===== src/rtl/pixel_ctrl_if.sv =====
// Pixel controller bus: frame request in, pixel array control and data-bus drive out.
// master = frame sequencer, slave = host / pixel array side.
interface pixel_ctrl_if #(
    parameter int ROWS      = 2,
    parameter int CONV_BITS = 8
);
    localparam int RW = (ROWS > 1) ? $clog2(ROWS) : 1;

    logic                 start;
    logic [15:0]          expose_len;
    logic                 busy;
    logic                 erase;
    logic                 expose;
    logic                 ramp_en;
    logic [CONV_BITS-1:0] cnt_data;
    logic                 cnt_oe;
    logic [ROWS-1:0]      read;
    logic [RW-1:0]        row_idx;
    logic                 row_valid;
    logic                 frame_done;

    modport master (
        input  start, expose_len,
        output busy, erase, expose, ramp_en,
        output cnt_data, cnt_oe, read, row_idx,
        output row_valid, frame_done
    );

    modport slave (
        output start, expose_len,
        input  busy, erase, expose, ramp_en,
        input  cnt_data, cnt_oe, read, row_idx,
        input  row_valid, frame_done
    );
endinterface


===== src/rtl/pixel_ctrl_fsm.sv =====
// Pixel frame sequencer: erase -> expose -> ramp convert -> row read -> done.
// Define PIXEL_CTRL_CONTINUOUS_EN for free-running back-to-back frames.
module pixel_ctrl_fsm #(
    parameter int ROWS         = 2,
    parameter int ERASE_CYCLES = 4,
    parameter int CONV_BITS    = 8,
    parameter int READ_CYCLES  = 3
) (
    input logic          clk,
    input logic          reset,
    pixel_ctrl_if.master bus
);
    localparam int RW = (ROWS > 1) ? $clog2(ROWS) : 1;

    typedef enum logic [2:0] {
        IDLE,
        ERASE,
        EXPOSE,
        CONVERT,
        READ,
        DONE
    } state_t;

    state_t               state;
    logic [31:0]          cnt;
    logic [15:0]          len;
    logic                 busy;
    logic                 erase;
    logic                 expose;
    logic                 ramp_en;
    logic [CONV_BITS-1:0] cnt_data;
    logic                 cnt_oe;
    logic [ROWS-1:0]      read;
    logic [RW-1:0]        row_idx;
    logic                 row_valid;
    logic                 frame_done;

    always_ff @(posedge clk) begin
        if (reset) begin
            state      <= IDLE;
            cnt        <= '0;
            len        <= 16'd1;
            busy       <= 1'b0;
            erase      <= 1'b0;
            expose     <= 1'b0;
            ramp_en    <= 1'b0;
            cnt_data   <= '0;
            cnt_oe     <= 1'b0;
            read       <= '0;
            row_idx    <= '0;
            row_valid  <= 1'b0;
            frame_done <= 1'b0;
        end else begin
            unique case (state)
                IDLE: begin
                    if (bus.start) begin
                        state <= ERASE;
                        busy  <= 1'b1;
                        erase <= 1'b1;
                        cnt   <= '0;
                        // zero-length exposure still gets one cycle
                        len   <= (bus.expose_len == 16'd0) ?
                                 16'd1 : bus.expose_len;
                    end
                end
                ERASE: begin
                    if (cnt == 32'(ERASE_CYCLES - 1)) begin
                        state  <= EXPOSE;
                        erase  <= 1'b0;
                        expose <= 1'b1;
                        cnt    <= '0;
                    end else begin
                        cnt <= cnt + 32'd1;
                    end
                end
                EXPOSE: begin
                    if (cnt == {16'd0, len} - 32'd1) begin
                        state    <= CONVERT;
                        expose   <= 1'b0;
                        ramp_en  <= 1'b1;
                        cnt_oe   <= 1'b1;
                        cnt_data <= '0;
                        cnt      <= '0;
                    end else begin
                        cnt <= cnt + 32'd1;
                    end
                end
                CONVERT: begin
                    // the ramp code itself times the phase
                    if (&cnt_data) begin
                        state     <= READ;
                        ramp_en   <= 1'b0;
                        cnt_oe    <= 1'b0;
                        cnt_data  <= '0;
                        read      <= ROWS'(1);
                        row_idx   <= '0;
                        row_valid <= (READ_CYCLES == 1);
                        cnt       <= '0;
                    end else begin
                        cnt_data <= cnt_data + 1'b1;
                    end
                end
                READ: begin
                    if (cnt == 32'(READ_CYCLES - 1)) begin
                        cnt <= '0;
                        if (row_idx == RW'(ROWS - 1)) begin
                            state      <= DONE;
                            read       <= '0;
                            row_idx    <= '0;
                            row_valid  <= 1'b0;
                            frame_done <= 1'b1;
                        end else begin
                            read      <= read << 1;
                            row_idx   <= row_idx + 1'b1;
                            row_valid <= (READ_CYCLES == 1);
                        end
                    end else begin
                        cnt       <= cnt + 32'd1;
                        row_valid <= (cnt + 32'd1 ==
                                      32'(READ_CYCLES - 1));
                    end
                end
                DONE: begin
                    frame_done <= 1'b0;
`ifdef PIXEL_CTRL_CONTINUOUS_EN
                    state <= ERASE;
                    erase <= 1'b1;
                    cnt   <= '0;
                    len   <= (bus.expose_len == 16'd0) ?
                             16'd1 : bus.expose_len;
`else
                    state <= IDLE;
                    busy  <= 1'b0;
`endif
                end
                default: begin
                    state <= IDLE;
                    busy  <= 1'b0;
                end
            endcase
        end
    end

    assign bus.busy       = busy;
    assign bus.erase      = erase;
    assign bus.expose     = expose;
    assign bus.ramp_en    = ramp_en;
    assign bus.cnt_data   = cnt_data;
    assign bus.cnt_oe     = cnt_oe;
    assign bus.read       = read;
    assign bus.row_idx    = row_idx;
    assign bus.row_valid  = row_valid;
    assign bus.frame_done = frame_done;
endmodule


===== src/flat_wrapper.sv =====
// flat-port wrapper written by rule: the top's interface ports become plain ports
module pixel_ctrl_fsm_flat 
#(
    parameter int ROWS         = 2,
    parameter int ERASE_CYCLES = 4,
    parameter int CONV_BITS    = 8,
    parameter int READ_CYCLES  = 3
)
  (clk, reset, bus_start, bus_expose_len, bus_busy, bus_erase, bus_expose, bus_ramp_en, bus_cnt_data, bus_cnt_oe, bus_read, bus_row_idx, bus_row_valid, bus_frame_done);
  pixel_ctrl_if #(.ROWS(ROWS), .CONV_BITS(CONV_BITS)) bus_i ();
  input logic clk;
  input logic reset;
  input wire logic [$bits(bus_i.start)-1:0] bus_start;
  input wire logic [$bits(bus_i.expose_len)-1:0] bus_expose_len;
  output wire logic [$bits(bus_i.busy)-1:0] bus_busy;
  output wire logic [$bits(bus_i.erase)-1:0] bus_erase;
  output wire logic [$bits(bus_i.expose)-1:0] bus_expose;
  output wire logic [$bits(bus_i.ramp_en)-1:0] bus_ramp_en;
  output wire logic [$bits(bus_i.cnt_data)-1:0] bus_cnt_data;
  output wire logic [$bits(bus_i.cnt_oe)-1:0] bus_cnt_oe;
  output wire logic [$bits(bus_i.read)-1:0] bus_read;
  output wire logic [$bits(bus_i.row_idx)-1:0] bus_row_idx;
  output wire logic [$bits(bus_i.row_valid)-1:0] bus_row_valid;
  output wire logic [$bits(bus_i.frame_done)-1:0] bus_frame_done;
  assign bus_i.start = bus_start;
  assign bus_i.expose_len = bus_expose_len;
  assign bus_busy = bus_i.busy;
  assign bus_erase = bus_i.erase;
  assign bus_expose = bus_i.expose;
  assign bus_ramp_en = bus_i.ramp_en;
  assign bus_cnt_data = bus_i.cnt_data;
  assign bus_cnt_oe = bus_i.cnt_oe;
  assign bus_read = bus_i.read;
  assign bus_row_idx = bus_i.row_idx;
  assign bus_row_valid = bus_i.row_valid;
  assign bus_frame_done = bus_i.frame_done;
  pixel_ctrl_fsm #(.ROWS(ROWS), .ERASE_CYCLES(ERASE_CYCLES), .CONV_BITS(CONV_BITS), .READ_CYCLES(READ_CYCLES)) u_core (.clk(clk), .reset(reset), .bus(bus_i));
endmodule

===== config.mk =====
export PLATFORM = sky130hd
export DESIGN_NAME = pixel_ctrl_fsm_flat
export DESIGN_NICKNAME = d
export VERILOG_FILES = /design/src/rtl/pixel_ctrl_if.sv /design/src/rtl/pixel_ctrl_fsm.sv /design/src/flat_wrapper.sv
export SDC_FILE = /design/constraint.sdc
export NUM_CORES = 1
export LEC_CHECK = 0
export ABC_AREA = 0
export BUFFER_PORTS_ARGS = -buffer_cell sky130_fd_sc_hd__buf_2
export CORE_ASPECT_RATIO = 0.6
export CORE_UTILIZATION = 60
export DETAILED_ROUTE_END_ITERATION = 16
export PLACE_DENSITY = 0.8
export SLEW_MARGIN = 20
export SYNTH_ARGS = -nofsm -noshare
export SYNTH_HDL_FRONTEND = slang
export SYNTH_SLANG_ARGS = --single-unit

===== constraint.sdc =====
create_clock -name clk -period 3.35 [get_ports clk]
set_input_delay 0.67 -clock clk [delete_from_list [all_inputs] [get_ports clk]]
set_output_delay 0.67 -clock clk [all_outputs]
set_load 0.005 [all_outputs]

### Word level (Yosys, flattened, before mapping)

Index checks and enable logic that the tools add are counted.

| storage, ports and cells | value |
|---|---|
| flip-flop bits (word level) | 68 |
| output and inout port bits | 18 |
| input port bits | 19 |

| operators by class | value |
|---|---|
| equality and inequality tests | 15 |
| mux-type cells | 39 |
| $add $sub $neg | 4 |
| reduce and logical (&&, ||, !) cells | 21 |
| bitwise operators | 1 |

Operator list:

| cell | number |
|---|---|
| $mux 32 | 5 |
| $pmux 32 s5 | 1 |
| $eq 32x2->1 const B | 3 |
| $add 32x1->32 const B | 1 |
| $eq 32x32->1 | 1 |
| $mux 3 | 6 |
| $reduce_and 3->1 | 6 |
| $sub 16x1->17 const B | 1 |
| $logic_not 16->1 | 1 |
| $mux 16 | 1 |
| $mux 8 | 2 |
| $pmux 8 s2 | 1 |
| $pmux 3 s5 | 1 |
| $pmux 1 s2 | 7 |
| $mux 1 | 11 |
| $ne 2x1->1 const B | 5 |
| $reduce_bool 2->1 | 5 |
| $add 8x1->8 const B | 1 |
| $reduce_and 2->1 | 4 |
| $reduce_and 8->1 | 1 |
| $eq 3x2->1 const B | 2 |
| $eq 3x3->1 const B | 2 |
| $mux 2 | 3 |
| $reduce_and 6->1 | 1 |
| 8 further kinds | 8 |

### Depth between registers and ports, before layout

| depth | value |
|---|---|
| depth after elaboration | 4 |
| gate-level depth with buffers | 11 |

### Worst setup path after synthesis

Ideal clock, no wire load.

| timing path | value |
|---|---|
| path kind | register to register |
| start | register u_core.len[0] |
| end | register u_core.cnt[10] |
| cell stages (with the launch flop) | 11 |
| data required time | 3.214 ns |
| setup slack | 0.489 ns |
| library setup time | 0.136 ns |
| clock period less this slack | 2.861 ns |
| arrival | 2.726 ns |
| path through | dfxtp_1 inv_1 ha_1 or4b_2 or3_1 o211ai_2 o31ai_1 nor4b_2 nand3_2 a211oi_4 o32ai_1 |

| between the ends | value |
|---|---|
| word-level cells in the longest chain between the ends | 4 |

RTL lines:

| item | line | text |
|---|---|---|
| start, declared | pixel_ctrl_fsm.sv:26 | `logic [15:0] len;` |
| start signal, assigned | pixel_ctrl_fsm.sv:62 | `len <= (bus.expose_len == 16'd0) ?` |
| $sub 16x1->17 | pixel_ctrl_fsm.sv:77 | `if (cnt == {16'd0, len} - 32'd1) begin` |
| $eq 32x32->1 | pixel_ctrl_fsm.sv:77 |  |
| $mux 32 | pixel_ctrl_fsm.sv:77 |  |
| $pmux 32 s5 | pixel_ctrl_fsm.sv:54 | `unique case (state)` |
| end signal, assigned | pixel_ctrl_fsm.sv:73 | `cnt <= cnt + 32'd1;` |
| end signal, assigned | pixel_ctrl_fsm.sv:85 | `cnt <= cnt + 32'd1;` |
| end signal, assigned | pixel_ctrl_fsm.sv:118 | `cnt <= cnt + 32'd1;` |
| end, declared | pixel_ctrl_fsm.sv:25 | `logic [31:0] cnt;` |

No other way between the ends.
A chain may end at the register's enable or synchronous reset.

### Worst setup path after layout

Same ends and word-level chain as after synthesis.

==> flow_summary.ini <==
[outcome]
status = finished, final reports clean

[cells_and_area]
multiInputGateArea_um2 = 3000
nets = 670
final_cell_mix = 85 x nand2_1, 68 x dfxtp_1, 63 x nor2_1
syn2layout_area_growth_pct = 11.9
final_common_cell = nand2_1
layout-drive-gt1-share = 0.139
seq_area_um2 = 1360
diodes = 0
layout.cells.non_filler = 753
fillCellCount = 598
final_cell_area_um2 = 5170

[synth]
ys_warn_count = 0
synthSimpleGateAreaFrac = 0.342
synth_seq_cells = 68
syn-cell-area_um2 = 4620
synth_flop_cell = dfxtp_1
synthArstFlopShare = 0
synth-compound-area-share = 0.224
synth_edf_count = 0
synthXorXnorAreaFrac = 0.0493
synthMuxAreaShare = 0.0179
yosysSeqAreaShare = 0.295
synth_fp_nets = 657
syn_inst = 633
synth_fa_ha_area_frac = 0.0135
synth_top_family_by_area = simple AND/OR/NAND/NOR gates
ys_types = 59
syn_area_per_cell_um2 = 7.30

[sta]
finalCritPeriodShare = 0.956
relSlewSlack = 0.598
setup_violations = 0
drv_slew = 0
rsz0062_at_grt = no
hold_violations = 0
skew_ps = 4.83
timing.final.ws_setup_ps = 147
setup-tns-final_ps = 0
max_clock_freq_ghz = 0.312
min_period_ps = 3200
worst_pin_slew_ps = 602

[placement]
placed_cell_area_um2 = 4880
gp_congestion = 1.02
dp.cells = 738
place.port_buffers = 36
dp_slack_ps = 109
dp_hpwl_mm = 9.36

[cts]
numCtsBuffers = 9
clk_path_buf_depth = 2
htreeDepth = 3
clk_pin_slew_ps = 50
insertion_delay_ps = 340
cts_tree = yes
clkSinkCount = 68
cts_root_buf = clkbuf_16

[power]
power_uw = 2050
p_seq_frac = 0.419
ir_drop_v = 0.000252
p_leak_uw = 0.00179
p_clk_frac = 0.447
swShare = 0.272
power_frac_comb = 0.134
powerDensity_nw_per_um2 = 397
p_switching_uw = 557
p_int_uw = 1490

[worst_setup_path]
cp-start-kind = flip-flop
cp-end-kind = flip-flop
worstPathArrival_ps = 3400
path_class = flip-flop to flip-flop
cp-startpoint = u_core.len[0]
crit_fanout = 7
reg2reg_from = u_core.len[0]
cp.required_ps = 3550

[drt]
drc = 0
first_pass_iters = 5
wirelength_mm = 13.5
drtAntennaViolNets = 0
drt_iter0_markers = 554
post_drt_wl_per_cell_um = 17.9
viasPerCell = 6.65
route.vias.total = 5011

[global_routing]
grt_max_degree = 54
grt_util_all_layers = 0.341
antenna_found_initial = 0
overflow = 0
grt_pass1_wl_mm = 21.2
grt_pass1_vias = 4154

[floorplanning]
fp-row-count = 24
die_h_um = 70.0
io-pin-count = 37
die-area_um2 = 8060
fp.coreArea_um2 = 7360
die_w_um = 115
start_util = 0.628

[worst_hold_path]
min_from = u_core.bus.busy
hp-class = flip-flop to flip-flop

[flow_run]
drv_cap = 0
==> layout make-up <==
class / count / share of cell area
tap: 104 / 0.0252
timing repair buffer: 56 / 0.0687
clock buffer: 9 / 0.0436
multi-input combinational: 500 / 0.580
sequential: 68 / 0.263
clock inverter: 5 / 0.0107
inverter: 11 / 0.00799
==> per-stage QoR <==
stage               hold slack, ps  utilization
floorplan                      453            -
global placement               443        0.663
detailed placement             452        0.663
CTS                            458        0.701
global route                   485        0.703
finish                         454        0.703
==> synthesized netlist by cell type, drive strengths merged (9+ instances only) <==
cell / number / share of area
o21ai: 27 / 0.029
or3: 9 / 0.012
a21oi: 42 / 0.046
nor2: 63 / 0.051
nand2: 85 / 0.069
clkbuf: 36 / 0.029
nand4: 19 / 0.026
a211oi: 18 / 0.033
o211ai: 16 / 0.027
inv: 11 / 0.0089
nor3: 30 / 0.033
and3: 11 / 0.015
dfxtp: 68 / 0.29
xnor2: 20 / 0.038
nor4: 17 / 0.033
buf: 18 / 0.021
a2111oi: 14 / 0.028
nand3: 40 / 0.044
==> cells by family (layout without fill, tap and decap cells) <==
family          count (synthesis)  count (layout)
flops                          68              68
compound gates                152             152
buf+inv                        65              81
simple gates                  309             309
fa+ha+maj                       5               5
mux                             8               8
xor+xnor                       26              26
==> registers in the layout, indices dropped and copies added, names as in the netlist <==
signal                 count
u_core.cnt                32
u_core.len                16
u_core.bus.cnt_data        8
u_core.state               3
u_core.bus.read            2
u_core.bus.busy            1
u_core.bus.erase           1
u_core.bus.expose          1
u_core.bus.frame_done      1
u_core.bus.ramp_en         1
u_core.bus.row_idx         1
u_core.bus.row_valid       1
==> final timing paths <==
| check | cells after the start | slack, ps | end |
|---|---|---|---|
| hold / removal | 2 | 450 | u_core.bus.busy |
| setup / recovery | 10 | 150 | u_core.cnt[10] |
| hold reg to reg | 2 | 450 | u_core.bus.busy |
| setup reg to reg | 10 | 150 | u_core.cnt[10] |
==> critical path: stages (launching register included) <==
cell and delay, ps:
dfxtp_1 360, inv_1 90, ha_1 240, or4b_2 610
or3_1 350, o211ai_2 170, o31ai_1 150, nor4b_2 420
nand3_2 140, a211oi_4 400, o32ai_1 140
==> per-layer routing <==
metal,track usage,share of wire,vias to the layer above
met5,0,0,-
met4,0.0938,0.016,0
met3,0.114,0.11,30
met2,0.472,0.41,282
met1,0.497,0.46,2347
li1,-,-,2352
==> power groups by stage <==
stage          logic (uW)  registers (uW)  clock network, uW
6_report              275             860                918
5_1_grt               296             861                967
4_1_cts               267             857                927
3_5_place_dp          264             875                  0
3_3_place_gp          254             873                  0
2_1_floorplan         193             862                  0
==> timing repair <==
action	CTS	global route
hold buffers	0	0
resized for setup	0	1
buffers inserted	0	1
endpoints found under the setup margin	0	23
Note: power is estimated with default switching activity, not from simulation.
